[src/rtl/pipeline_hazard_ctrl_if.sv]
// Hazard-control bundle between the 5-stage datapath and the hazard/stall controller.
// The master side is the datapath and the slave side is the controller.
interface pipeline_hazard_ctrl_if #(
  parameter int unsigned RW = 4
);
  logic [RW-1:0] id_rs;
  logic [RW-1:0] id_rt;
  logic          id_use_rt;
  logic [RW-1:0] ex_rd;
  logic          ex_wr;
  logic          ex_load;
  logic [RW-1:0] mem_rd;
  logic          mem_wr;
  logic          mem_req;
  logic          mem_ready;
  logic          br_taken;
  logic          pc_en;
  logic          ifid_en;
  logic          ifid_flush;
  logic          idex_flush;
  logic          exmem_en;
  logic [3:0]    FOR;
  logic          mem_err;
  logic [1:0]    state;

  modport master (
    output id_rs, id_rt, id_use_rt, ex_rd, ex_wr, ex_load, mem_rd, mem_wr,
           mem_req, mem_ready, br_taken,
    input  pc_en, ifid_en, ifid_flush, idex_flush, exmem_en, FOR, mem_err, state
  );

  modport slave (
    input  id_rs, id_rt, id_use_rt, ex_rd, ex_wr, ex_load, mem_rd, mem_wr,
           mem_req, mem_ready, br_taken,
    output pc_en, ifid_en, ifid_flush, idex_flush, exmem_en, FOR, mem_err, state
  );
endinterface

[src/rtl/pipeline_hazard_ctrl.sv]
// Hazard/stall controller: load-use bubbles, branch flushes, forwarding selects and a
// memory wait-state FSM with a sticky timeout error.
module pipeline_hazard_ctrl #(
  parameter int unsigned RW       = 4,
  parameter int unsigned WAIT_MAX = 8
) (
  input logic                   C,
  input logic                   R,
  pipeline_hazard_ctrl_if.slave hz
);

  typedef enum logic [1:0] {
    StRun     = 2'b00,
    StMemWait = 2'b01,
    StErr     = 2'b10
  } state_e;

  localparam logic [7:0] WaitMax = 8'(WAIT_MAX);

  state_e     state_q, state_d;
  logic [7:0] wait_cnt_q, wait_cnt_d;
  logic       mem_err_q, mem_err_d;
  logic [3:0] for_q, for_d;

  logic lu, ms;
  logic run_pc_en, run_ifid_en, run_ifid_flush, run_idex_flush, run_exmem_en;
  logic pc_en_c, ifid_en_c, ifid_flush_c, idex_flush_c, exmem_en_c;
  logic [1:0] fwd_a, fwd_b;

  function automatic logic [1:0] fwd_sel(input logic [RW-1:0] src);
    if (hz.ex_wr && hz.ex_rd != '0 && hz.ex_rd == src) begin
      return 2'b01;
    end else if (hz.mem_wr && hz.mem_rd != '0 && hz.mem_rd == src) begin
      return 2'b10;
    end
    return 2'b00;
  endfunction

  always_comb begin
    lu = hz.ex_load && hz.ex_wr && (hz.ex_rd != '0) &&
         ((hz.ex_rd == hz.id_rs) || (hz.id_use_rt && (hz.ex_rd == hz.id_rt)));
    ms = hz.mem_req && !hz.mem_ready;
    fwd_a = fwd_sel(hz.id_rs);
    fwd_b = hz.id_use_rt ? fwd_sel(hz.id_rt) : 2'b00;
  end

  // Unfrozen pipeline control: branch beats load-use, load-use inserts one bubble.
  always_comb begin
    run_pc_en      = 1'b1;
    run_ifid_en    = 1'b1;
    run_ifid_flush = 1'b0;
    run_idex_flush = 1'b0;
    run_exmem_en   = 1'b1;
    if (hz.br_taken) begin
      run_ifid_flush = 1'b1;
      run_idex_flush = 1'b1;
    end else if (lu) begin
      run_pc_en      = 1'b0;
      run_ifid_en    = 1'b0;
      run_idex_flush = 1'b1;
    end
  end

  always_comb begin
    state_d      = state_q;
    wait_cnt_d   = wait_cnt_q;
    mem_err_d    = mem_err_q;
    pc_en_c      = 1'b0;
    ifid_en_c    = 1'b0;
    ifid_flush_c = 1'b0;
    idex_flush_c = 1'b0;
    exmem_en_c   = 1'b0;
    unique case (state_q)
      StRun: begin
        if (ms) begin
          state_d    = StMemWait;
          wait_cnt_d = 8'd1;
        end else begin
          pc_en_c      = run_pc_en;
          ifid_en_c    = run_ifid_en;
          ifid_flush_c = run_ifid_flush;
          idex_flush_c = run_idex_flush;
          exmem_en_c   = run_exmem_en;
        end
      end
      StMemWait: begin
        if (hz.mem_ready) begin
          pc_en_c      = run_pc_en;
          ifid_en_c    = run_ifid_en;
          ifid_flush_c = run_ifid_flush;
          idex_flush_c = run_idex_flush;
          exmem_en_c   = run_exmem_en;
          state_d      = StRun;
          wait_cnt_d   = 8'd0;
        end else if (wait_cnt_q == WaitMax) begin
          state_d   = StErr;
          mem_err_d = 1'b1;
        end else if (wait_cnt_q != 8'hFF) begin
          wait_cnt_d = wait_cnt_q + 8'd1;
        end
      end
      StErr: ;
      default: state_d = StRun;
    endcase

    for_d = for_q;
    if (idex_flush_c) begin
      for_d = 4'b0000;
    end else if (ifid_en_c) begin
      for_d = {fwd_b, fwd_a};
    end
  end

  always_ff @(posedge C or negedge R) begin
    if (!R) begin
      state_q    <= StRun;
      wait_cnt_q <= 8'd0;
      mem_err_q  <= 1'b0;
      for_q      <= 4'b0000;
    end else begin
      state_q    <= state_d;
      wait_cnt_q <= wait_cnt_d;
      mem_err_q  <= mem_err_d;
      for_q      <= for_d;
    end
  end

  // Enables and flushes must read as zero for the whole time reset is held.
  assign hz.pc_en      = pc_en_c      & R;
  assign hz.ifid_en    = ifid_en_c    & R;
  assign hz.ifid_flush = ifid_flush_c & R;
  assign hz.idex_flush = idex_flush_c & R;
  assign hz.exmem_en   = exmem_en_c   & R;
  assign hz.FOR        = for_q;
  assign hz.mem_err    = mem_err_q;
  assign hz.state      = state_q;

endmodule

[src/flat_wrapper.sv]
// flat-port wrapper written by rule: the top's interface ports become plain ports
module pipeline_hazard_ctrl_flat 
#(
  parameter int unsigned RW       = 4,
  parameter int unsigned WAIT_MAX = 8
)
  (C, R, hz_id_rs, hz_id_rt, hz_id_use_rt, hz_ex_rd, hz_ex_wr, hz_ex_load, hz_mem_rd, hz_mem_wr, hz_mem_req, hz_mem_ready, hz_br_taken, hz_pc_en, hz_ifid_en, hz_ifid_flush, hz_idex_flush, hz_exmem_en, hz_FOR, hz_mem_err, hz_state);
  pipeline_hazard_ctrl_if #(.RW(RW)) hz_i ();
  input logic C;
  input logic R;
  input wire logic [$bits(hz_i.id_rs)-1:0] hz_id_rs;
  input wire logic [$bits(hz_i.id_rt)-1:0] hz_id_rt;
  input wire logic [$bits(hz_i.id_use_rt)-1:0] hz_id_use_rt;
  input wire logic [$bits(hz_i.ex_rd)-1:0] hz_ex_rd;
  input wire logic [$bits(hz_i.ex_wr)-1:0] hz_ex_wr;
  input wire logic [$bits(hz_i.ex_load)-1:0] hz_ex_load;
  input wire logic [$bits(hz_i.mem_rd)-1:0] hz_mem_rd;
  input wire logic [$bits(hz_i.mem_wr)-1:0] hz_mem_wr;
  input wire logic [$bits(hz_i.mem_req)-1:0] hz_mem_req;
  input wire logic [$bits(hz_i.mem_ready)-1:0] hz_mem_ready;
  input wire logic [$bits(hz_i.br_taken)-1:0] hz_br_taken;
  output wire logic [$bits(hz_i.pc_en)-1:0] hz_pc_en;
  output wire logic [$bits(hz_i.ifid_en)-1:0] hz_ifid_en;
  output wire logic [$bits(hz_i.ifid_flush)-1:0] hz_ifid_flush;
  output wire logic [$bits(hz_i.idex_flush)-1:0] hz_idex_flush;
  output wire logic [$bits(hz_i.exmem_en)-1:0] hz_exmem_en;
  output wire logic [$bits(hz_i.FOR)-1:0] hz_FOR;
  output wire logic [$bits(hz_i.mem_err)-1:0] hz_mem_err;
  output wire logic [$bits(hz_i.state)-1:0] hz_state;
  assign hz_i.id_rs = hz_id_rs;
  assign hz_i.id_rt = hz_id_rt;
  assign hz_i.id_use_rt = hz_id_use_rt;
  assign hz_i.ex_rd = hz_ex_rd;
  assign hz_i.ex_wr = hz_ex_wr;
  assign hz_i.ex_load = hz_ex_load;
  assign hz_i.mem_rd = hz_mem_rd;
  assign hz_i.mem_wr = hz_mem_wr;
  assign hz_i.mem_req = hz_mem_req;
  assign hz_i.mem_ready = hz_mem_ready;
  assign hz_i.br_taken = hz_br_taken;
  assign hz_pc_en = hz_i.pc_en;
  assign hz_ifid_en = hz_i.ifid_en;
  assign hz_ifid_flush = hz_i.ifid_flush;
  assign hz_idex_flush = hz_i.idex_flush;
  assign hz_exmem_en = hz_i.exmem_en;
  assign hz_FOR = hz_i.FOR;
  assign hz_mem_err = hz_i.mem_err;
  assign hz_state = hz_i.state;
  pipeline_hazard_ctrl #(.RW(RW), .WAIT_MAX(WAIT_MAX)) u_core (.C(C), .R(R), .hz(hz_i));
endmodule
[config.mk]
export PLATFORM = sky130hd
export DESIGN_NAME = pipeline_hazard_ctrl_flat
export DESIGN_NICKNAME = d
export VERILOG_FILES = /design/src/rtl/pipeline_hazard_ctrl_if.sv /design/src/rtl/pipeline_hazard_ctrl.sv /design/src/flat_wrapper.sv
export SDC_FILE = /design/constraint.sdc
export NUM_CORES = 1
export LEC_CHECK = 0
export ABC_AREA = 1
export BUFFER_PORTS_ARGS = -buffer_cell sky130_fd_sc_hd__buf_2
export CAP_MARGIN = 20
export CORE_MARGIN = 2
export CORE_UTILIZATION = 32
export DETAILED_ROUTE_END_ITERATION = 10
export GPL_TIMING_DRIVEN = 0
export PLACE_DENSITY = 0.6
export SKIP_CTS_REPAIR_TIMING = 1
export SLEW_MARGIN = 25
export SYNTH_ARGS = -nofsm -noshare
export SYNTH_HDL_FRONTEND = slang
export SYNTH_SLANG_ARGS = --single-unit
export TNS_END_PERCENT = 100
[constraint.sdc]
create_clock -name C -period 2.1 [get_ports C]
set_input_delay 0.105 -clock C [delete_from_list [all_inputs] [get_ports C]]
set_output_delay 0.105 -clock C [all_outputs]
set_load 0.01 [all_outputs]
==> impl_table.tex <==
\begin{tabular}{lr}
\hline
Metric & Value \\
\hline
\multicolumn{2}{l}{\textbf{Synthesis}} \\
\quad Compound-cell area share of the yosys netlist & 8.53\% \\
\quad Proportion of netlist area held by the largest area contributor & 31.2\% \\
\quad Number of nets in the synthesized netlist & 227 \\
\quad Distinct cell type count of the synthesized netlist & 23 \\
\quad FF+latch count, synth & 15 \\
\quad Adder and majority gate portion of the synthesized area & 2.08\% \\
\quad Post-Synthesis Cell Area & 1200 sq um \\
\quad Top cells by area, synth & sky130\_fd\_sc\_hd\_\_dfrtp\_1, sky130\_fd\_sc\_hd\_\_nand2\_1, sky130\_fd\_sc\_hd\_\_inv\_1 \\
\quad Cell taking the most area after synthesis & sky130\_fd\_sc\_hd\_\_dfrtp\_1 \\
\quad Xor-xnor portion of the synthesized cell area & 2.19\% \\
\quad Main combinational cell family by area after synthesis & simple AND/OR/NAND/NOR gates \\
\quad Number of synthesis warnings & 0 \\
\quad Share of synthesized area spent on multiplexers & 0\% \\
\quad Post-synthesis sequential area ratio & 31.2\% \\
\quad Synth Area in Simple Gates & 42.2\% \\
\quad Gate Count Post-Synth & 200 \\
\quad Per-instance average area after synthesis & 6.01 sq um \\
\multicolumn{2}{l}{\textbf{Die}} \\
\quad Height of the chip & 65.3 um \\
\quad Die boundary width & 65.3 um \\
\quad Boundary pin count & 37 \\
\quad Area of the placeable core & 3630 sq um \\
\quad Die Outline Area & 4260 sq um \\
\quad Starting utilization of the core area & 33.1\% \\
\quad Number of placement rows & 22 \\
\multicolumn{2}{l}{\textbf{Drt}} \\
\quad Iter 0 DRT Violations & 49 \\
\quad Post-DR vias/cell & 4.36 \\
\quad Final antenna-violating net count & 0 \\
\quad Iteration count of the initial detailed-routing pass & 4 \\
\quad Remaining DRCs & 0 \\
\quad Number of vias in the routed layout & 1260 \\
\quad Total wire length after detailed routing & 2.66 mm \\
\quad Average detailed-routed wire length per instance & 9.19 um \\
\multicolumn{2}{l}{\textbf{Cells and area}} \\
\quad Cell area after layout & 1500 sq um \\
\quad Leading cell type in the layout, fill and taps excluded & sky130\_fd\_sc\_hd\_\_nand2\_1 \\
\quad Share of layout cells above drive strength 1 & 20.3\% \\
\quad Net total in the final layout & 269 \\
\quad Commonest cells after routing, fill and taps aside & sky130\_fd\_sc\_hd\_\_nand2\_1, sky130\_fd\_sc\_hd\_\_inv\_1, sky130\_fd\_sc\_hd\_\_buf\_2, sky130\_fd\_sc\_hd\_\_nor2\_1, sky130\_fd\_sc\_hd\_\_dfrtp\_1 \\
\quad Antenna diode instance count & 0 \\
\quad Layout filler cell count & 428 \\
\quad Multi-input combinational cell area & 662 sq um \\
\quad Area taken by flip-flops and latches & 375 sq um \\
\quad Final cell count without fillers & 289 \\
\quad Area overhead of the layout relative to synthesis & 24.7\% \\
\multicolumn{2}{l}{\textbf{STA}} \\
\quad Setup Skew & 0.00108 ns \\
\quad Final worst path period share & 83.1\% \\
\quad Hold slack & 0.159 ns \\
\quad Actual transition at the worst max-transition pin & 0.358 ns \\
\quad Rel. slew slack & 76.1\% \\
\quad RSZ-0062 raised after global routing & no \\
\quad Final hold violation count & 0 \\
\quad Max Fclk & 0.573 GHz \\
\quad Minimum period implied by the final worst setup slack & 1.75 ns \\
\quad Number of setup violations in the final report & 0 \\
\quad Final total negative setup slack & 0 ns \\
\quad Count of pins over their slew limit & 0 \\
\multicolumn{2}{l}{\textbf{Setup path}} \\
\quad Data required time at the worst endpoint & 2.00 ns \\
\quad Slowest cell on crit path & sky130\_fd\_sc\_hd\_\_dfrtp\_1 \\
\quad Setup slack of the most critical reg-to-reg path & 0.60 ns \\
\quad Critical path launch point type & flop \\
\quad CP Class & flop to output port \\
\quad Type of element capturing the critical path & output port \\
\quad Most frequent cell on the critical path & sky130\_fd\_sc\_hd\_\_inv\_1 \\
\quad Cells along the critical path & inv\_1, nand3\_1, inv\_1, nand2\_1, inv\_1, o21ai\_0, inv\_1, buf\_4, buf\_2 \\
\quad Data arrival time of the critical path & 1.64 ns \\
\quad Worst path top cell family by delay & buffers and inverters \\
\quad Critical path's largest stage delay & 0.39 ns \\
\quad Crit. path cell count & 9 \\
\quad Worst reg2reg path depth & 10 \\
\quad Buffering stage count on the worst path with inverters included & 6 \\
\quad Highest fanout seen on the critical path & 7 \\
\multicolumn{2}{l}{\textbf{Run status}} \\
\quad Result of the run & complete, no violations \\
\multicolumn{2}{l}{\textbf{Clocking}} \\
\quad Maximum clock insertion buffer count & 2 \\
\quad Insertion delay to the later sink of the worst-skew pair & 0.26 ns \\
\quad TritonCTS Buffers & 3 \\
\quad Clock transition time at the flip-flop clock pins of the worst setup and hold paths & 0.06 ns \\
\quad Library cell used as clock root buffer & sky130\_fd\_sc\_hd\_\_clkbuf\_8 \\
\quad Count of clock tree sinks & 15 \\
\quad Maximum level of the CTS H-tree & 1 \\
\quad CTS tree & done \\
\multicolumn{2}{l}{\textbf{Global route}} \\
\quad Initial antenna violation count & 0 \\
\quad Met3 track demand over resource & 1.03\% \\
\quad Total Routing Usage GR & 14.2\% \\
\quad Most used routing layer & met2 \\
\quad Overflow after GRT & 0 \\
\quad Met2 track utilization from global routing & 24.4\% \\
\quad Met1 Resource Use GR & 17.6\% \\
\quad First-pass GRT wire length & 4.73 mm \\
\quad Largest net degree at the start of global routing & 17 \\
\quad Vias in the first global route & 1167 \\
\multicolumn{2}{l}{\textbf{Placed design}} \\
\quad HPWL Detailed & 2.19 mm \\
\quad Total placed cells including tap cells & 284 \\
\quad GPL Wtd Cong & 0.806 \\
\quad Post-DP Area & 1440 sq um \\
\quad Port bufs & 36 \\
\multicolumn{2}{l}{\textbf{Hold path}} \\
\quad Instance count along the most critical hold path & 4 \\
\quad Class of the tightest hold or removal check & input port to flop \\
\multicolumn{2}{l}{\textbf{Power}} \\
\quad Leakage component of the power & 0.000883 uW \\
\quad Total power divided by cell area & 635 nW/um\^{}2 \\
\quad Worst supply voltage drop on vdd & 0.000218 V \\
\multicolumn{2}{l}{\textbf{Job}} \\
\quad Number of max-cap violations & 0 \\
\hline
\end{tabular}
logic make-up (layout without fill, tap and decap cells):
logic type	count (synthesis)	after routing
DFF	15	15
adders and majority gates	2	2
xor gates and xnor gates	3	3
AOI/OAI and AO/OA	19	19
and+or+nand+nor	120	120
buffers and inverters	41	82
report_power, final:
group | leakage [uW] | total (uW) | switching [uW] | internal (uW)
Clock | 0.0000255 | 242 | 110 | 132
Combinational | 0.000658 | 350 | 217 | 133
Sequential | 0.000199 | 361 | 36.8 | 324
worst paths after layout:
| check | from | to |
|---|---|---|
| setup / recovery | u_core.hz.state[1] | hz_pc_en |
| max in group asynchronous | R | u_core.wait_cnt_q[4] |
| min in group asynchronous | R | u_core.wait_cnt_q[7] |
| hold reg to reg | u_core.hz.mem_err | u_core.hz.mem_err |
| hold / removal | hz_ex_load | u_core.hz.FOR[2] |
| setup reg to reg | u_core.wait_cnt_q[0] | u_core.wait_cnt_q[5] |
registers in the layout, indices dropped and copies added (netlist names):
| register | count |
|---|---|
| u_core.hz.FOR | 4 |
| u_core.wait_cnt_q | 8 |
| u_core.hz.state | 2 |
| u_core.hz.mem_err | 1 |
worst reg2reg max path: stages (launching register included):
cell and delay (ns):
sky130_fd_sc_hd__dfrtp_1 0.39, sky130_fd_sc_hd__ha_1 0.19, sky130_fd_sc_hd__nand2_1 0.07, sky130_fd_sc_hd__nor2_2 0.10, sky130_fd_sc_hd__nand2_1 0.08, sky130_fd_sc_hd__nor2_2 0.11
sky130_fd_sc_hd__nand3_1 0.09, sky130_fd_sc_hd__nand3_2 0.11, sky130_fd_sc_hd__buf_6 0.14, sky130_fd_sc_hd__nand2_1 0.05, sky130_fd_sc_hd__o21ai_0 0.08
per-stage QoR:
stage / worst slack [ns] / util (%) / total power [uW]
after detailed placement: 0.586 / 39.7 / 720
final: 0.355 / 41.3 / 953
after global placement: 0.593 / 39.7 / 717
after global routing: 0.137 / 41.3 / 1030
after floorplan: 0.713 / - / 600
after CTS: 0.333 / 41.0 / 963
per-layer routing:
layer | part of all wire [%] | up-vias
li1 | - | 699
met1 | 49 | 531
met2 | 45 | 25
met3 | 2.7 | 5
met4 | 2.4 | 0
met5 | 0 | -
cells in the mapped netlist (all sizes together):
| master | n |
|---|---|
| a21boi | 1 |
| dfrtp | 15 |
| nor2 | 21 |
| nor3 | 3 |
| nand3b | 1 |
| ha | 2 |
| nand3 | 9 |
| a21oi | 3 |
| inv | 39 |
| o21ai | 13 |
| o31ai | 1 |
| or2 | 2 |
| nand4 | 8 |
| o211ai | 1 |
| nand2 | 75 |
| nor3b | 1 |
| buf | 2 |
| xor2 | 3 |
layout make-up:
cell class | instances | area share [%]
clock inverter | 1 | 0.334
multi-input combinational | 144 | 44.2
tap | 48 | 4.01
inverter | 39 | 9.77
clock buffer | 3 | 2.75
buffer | 2 | 1.25
sequential | 15 | 25.0
timing repair buffer | 37 | 12.7
(Power assumes the default switching activity.)
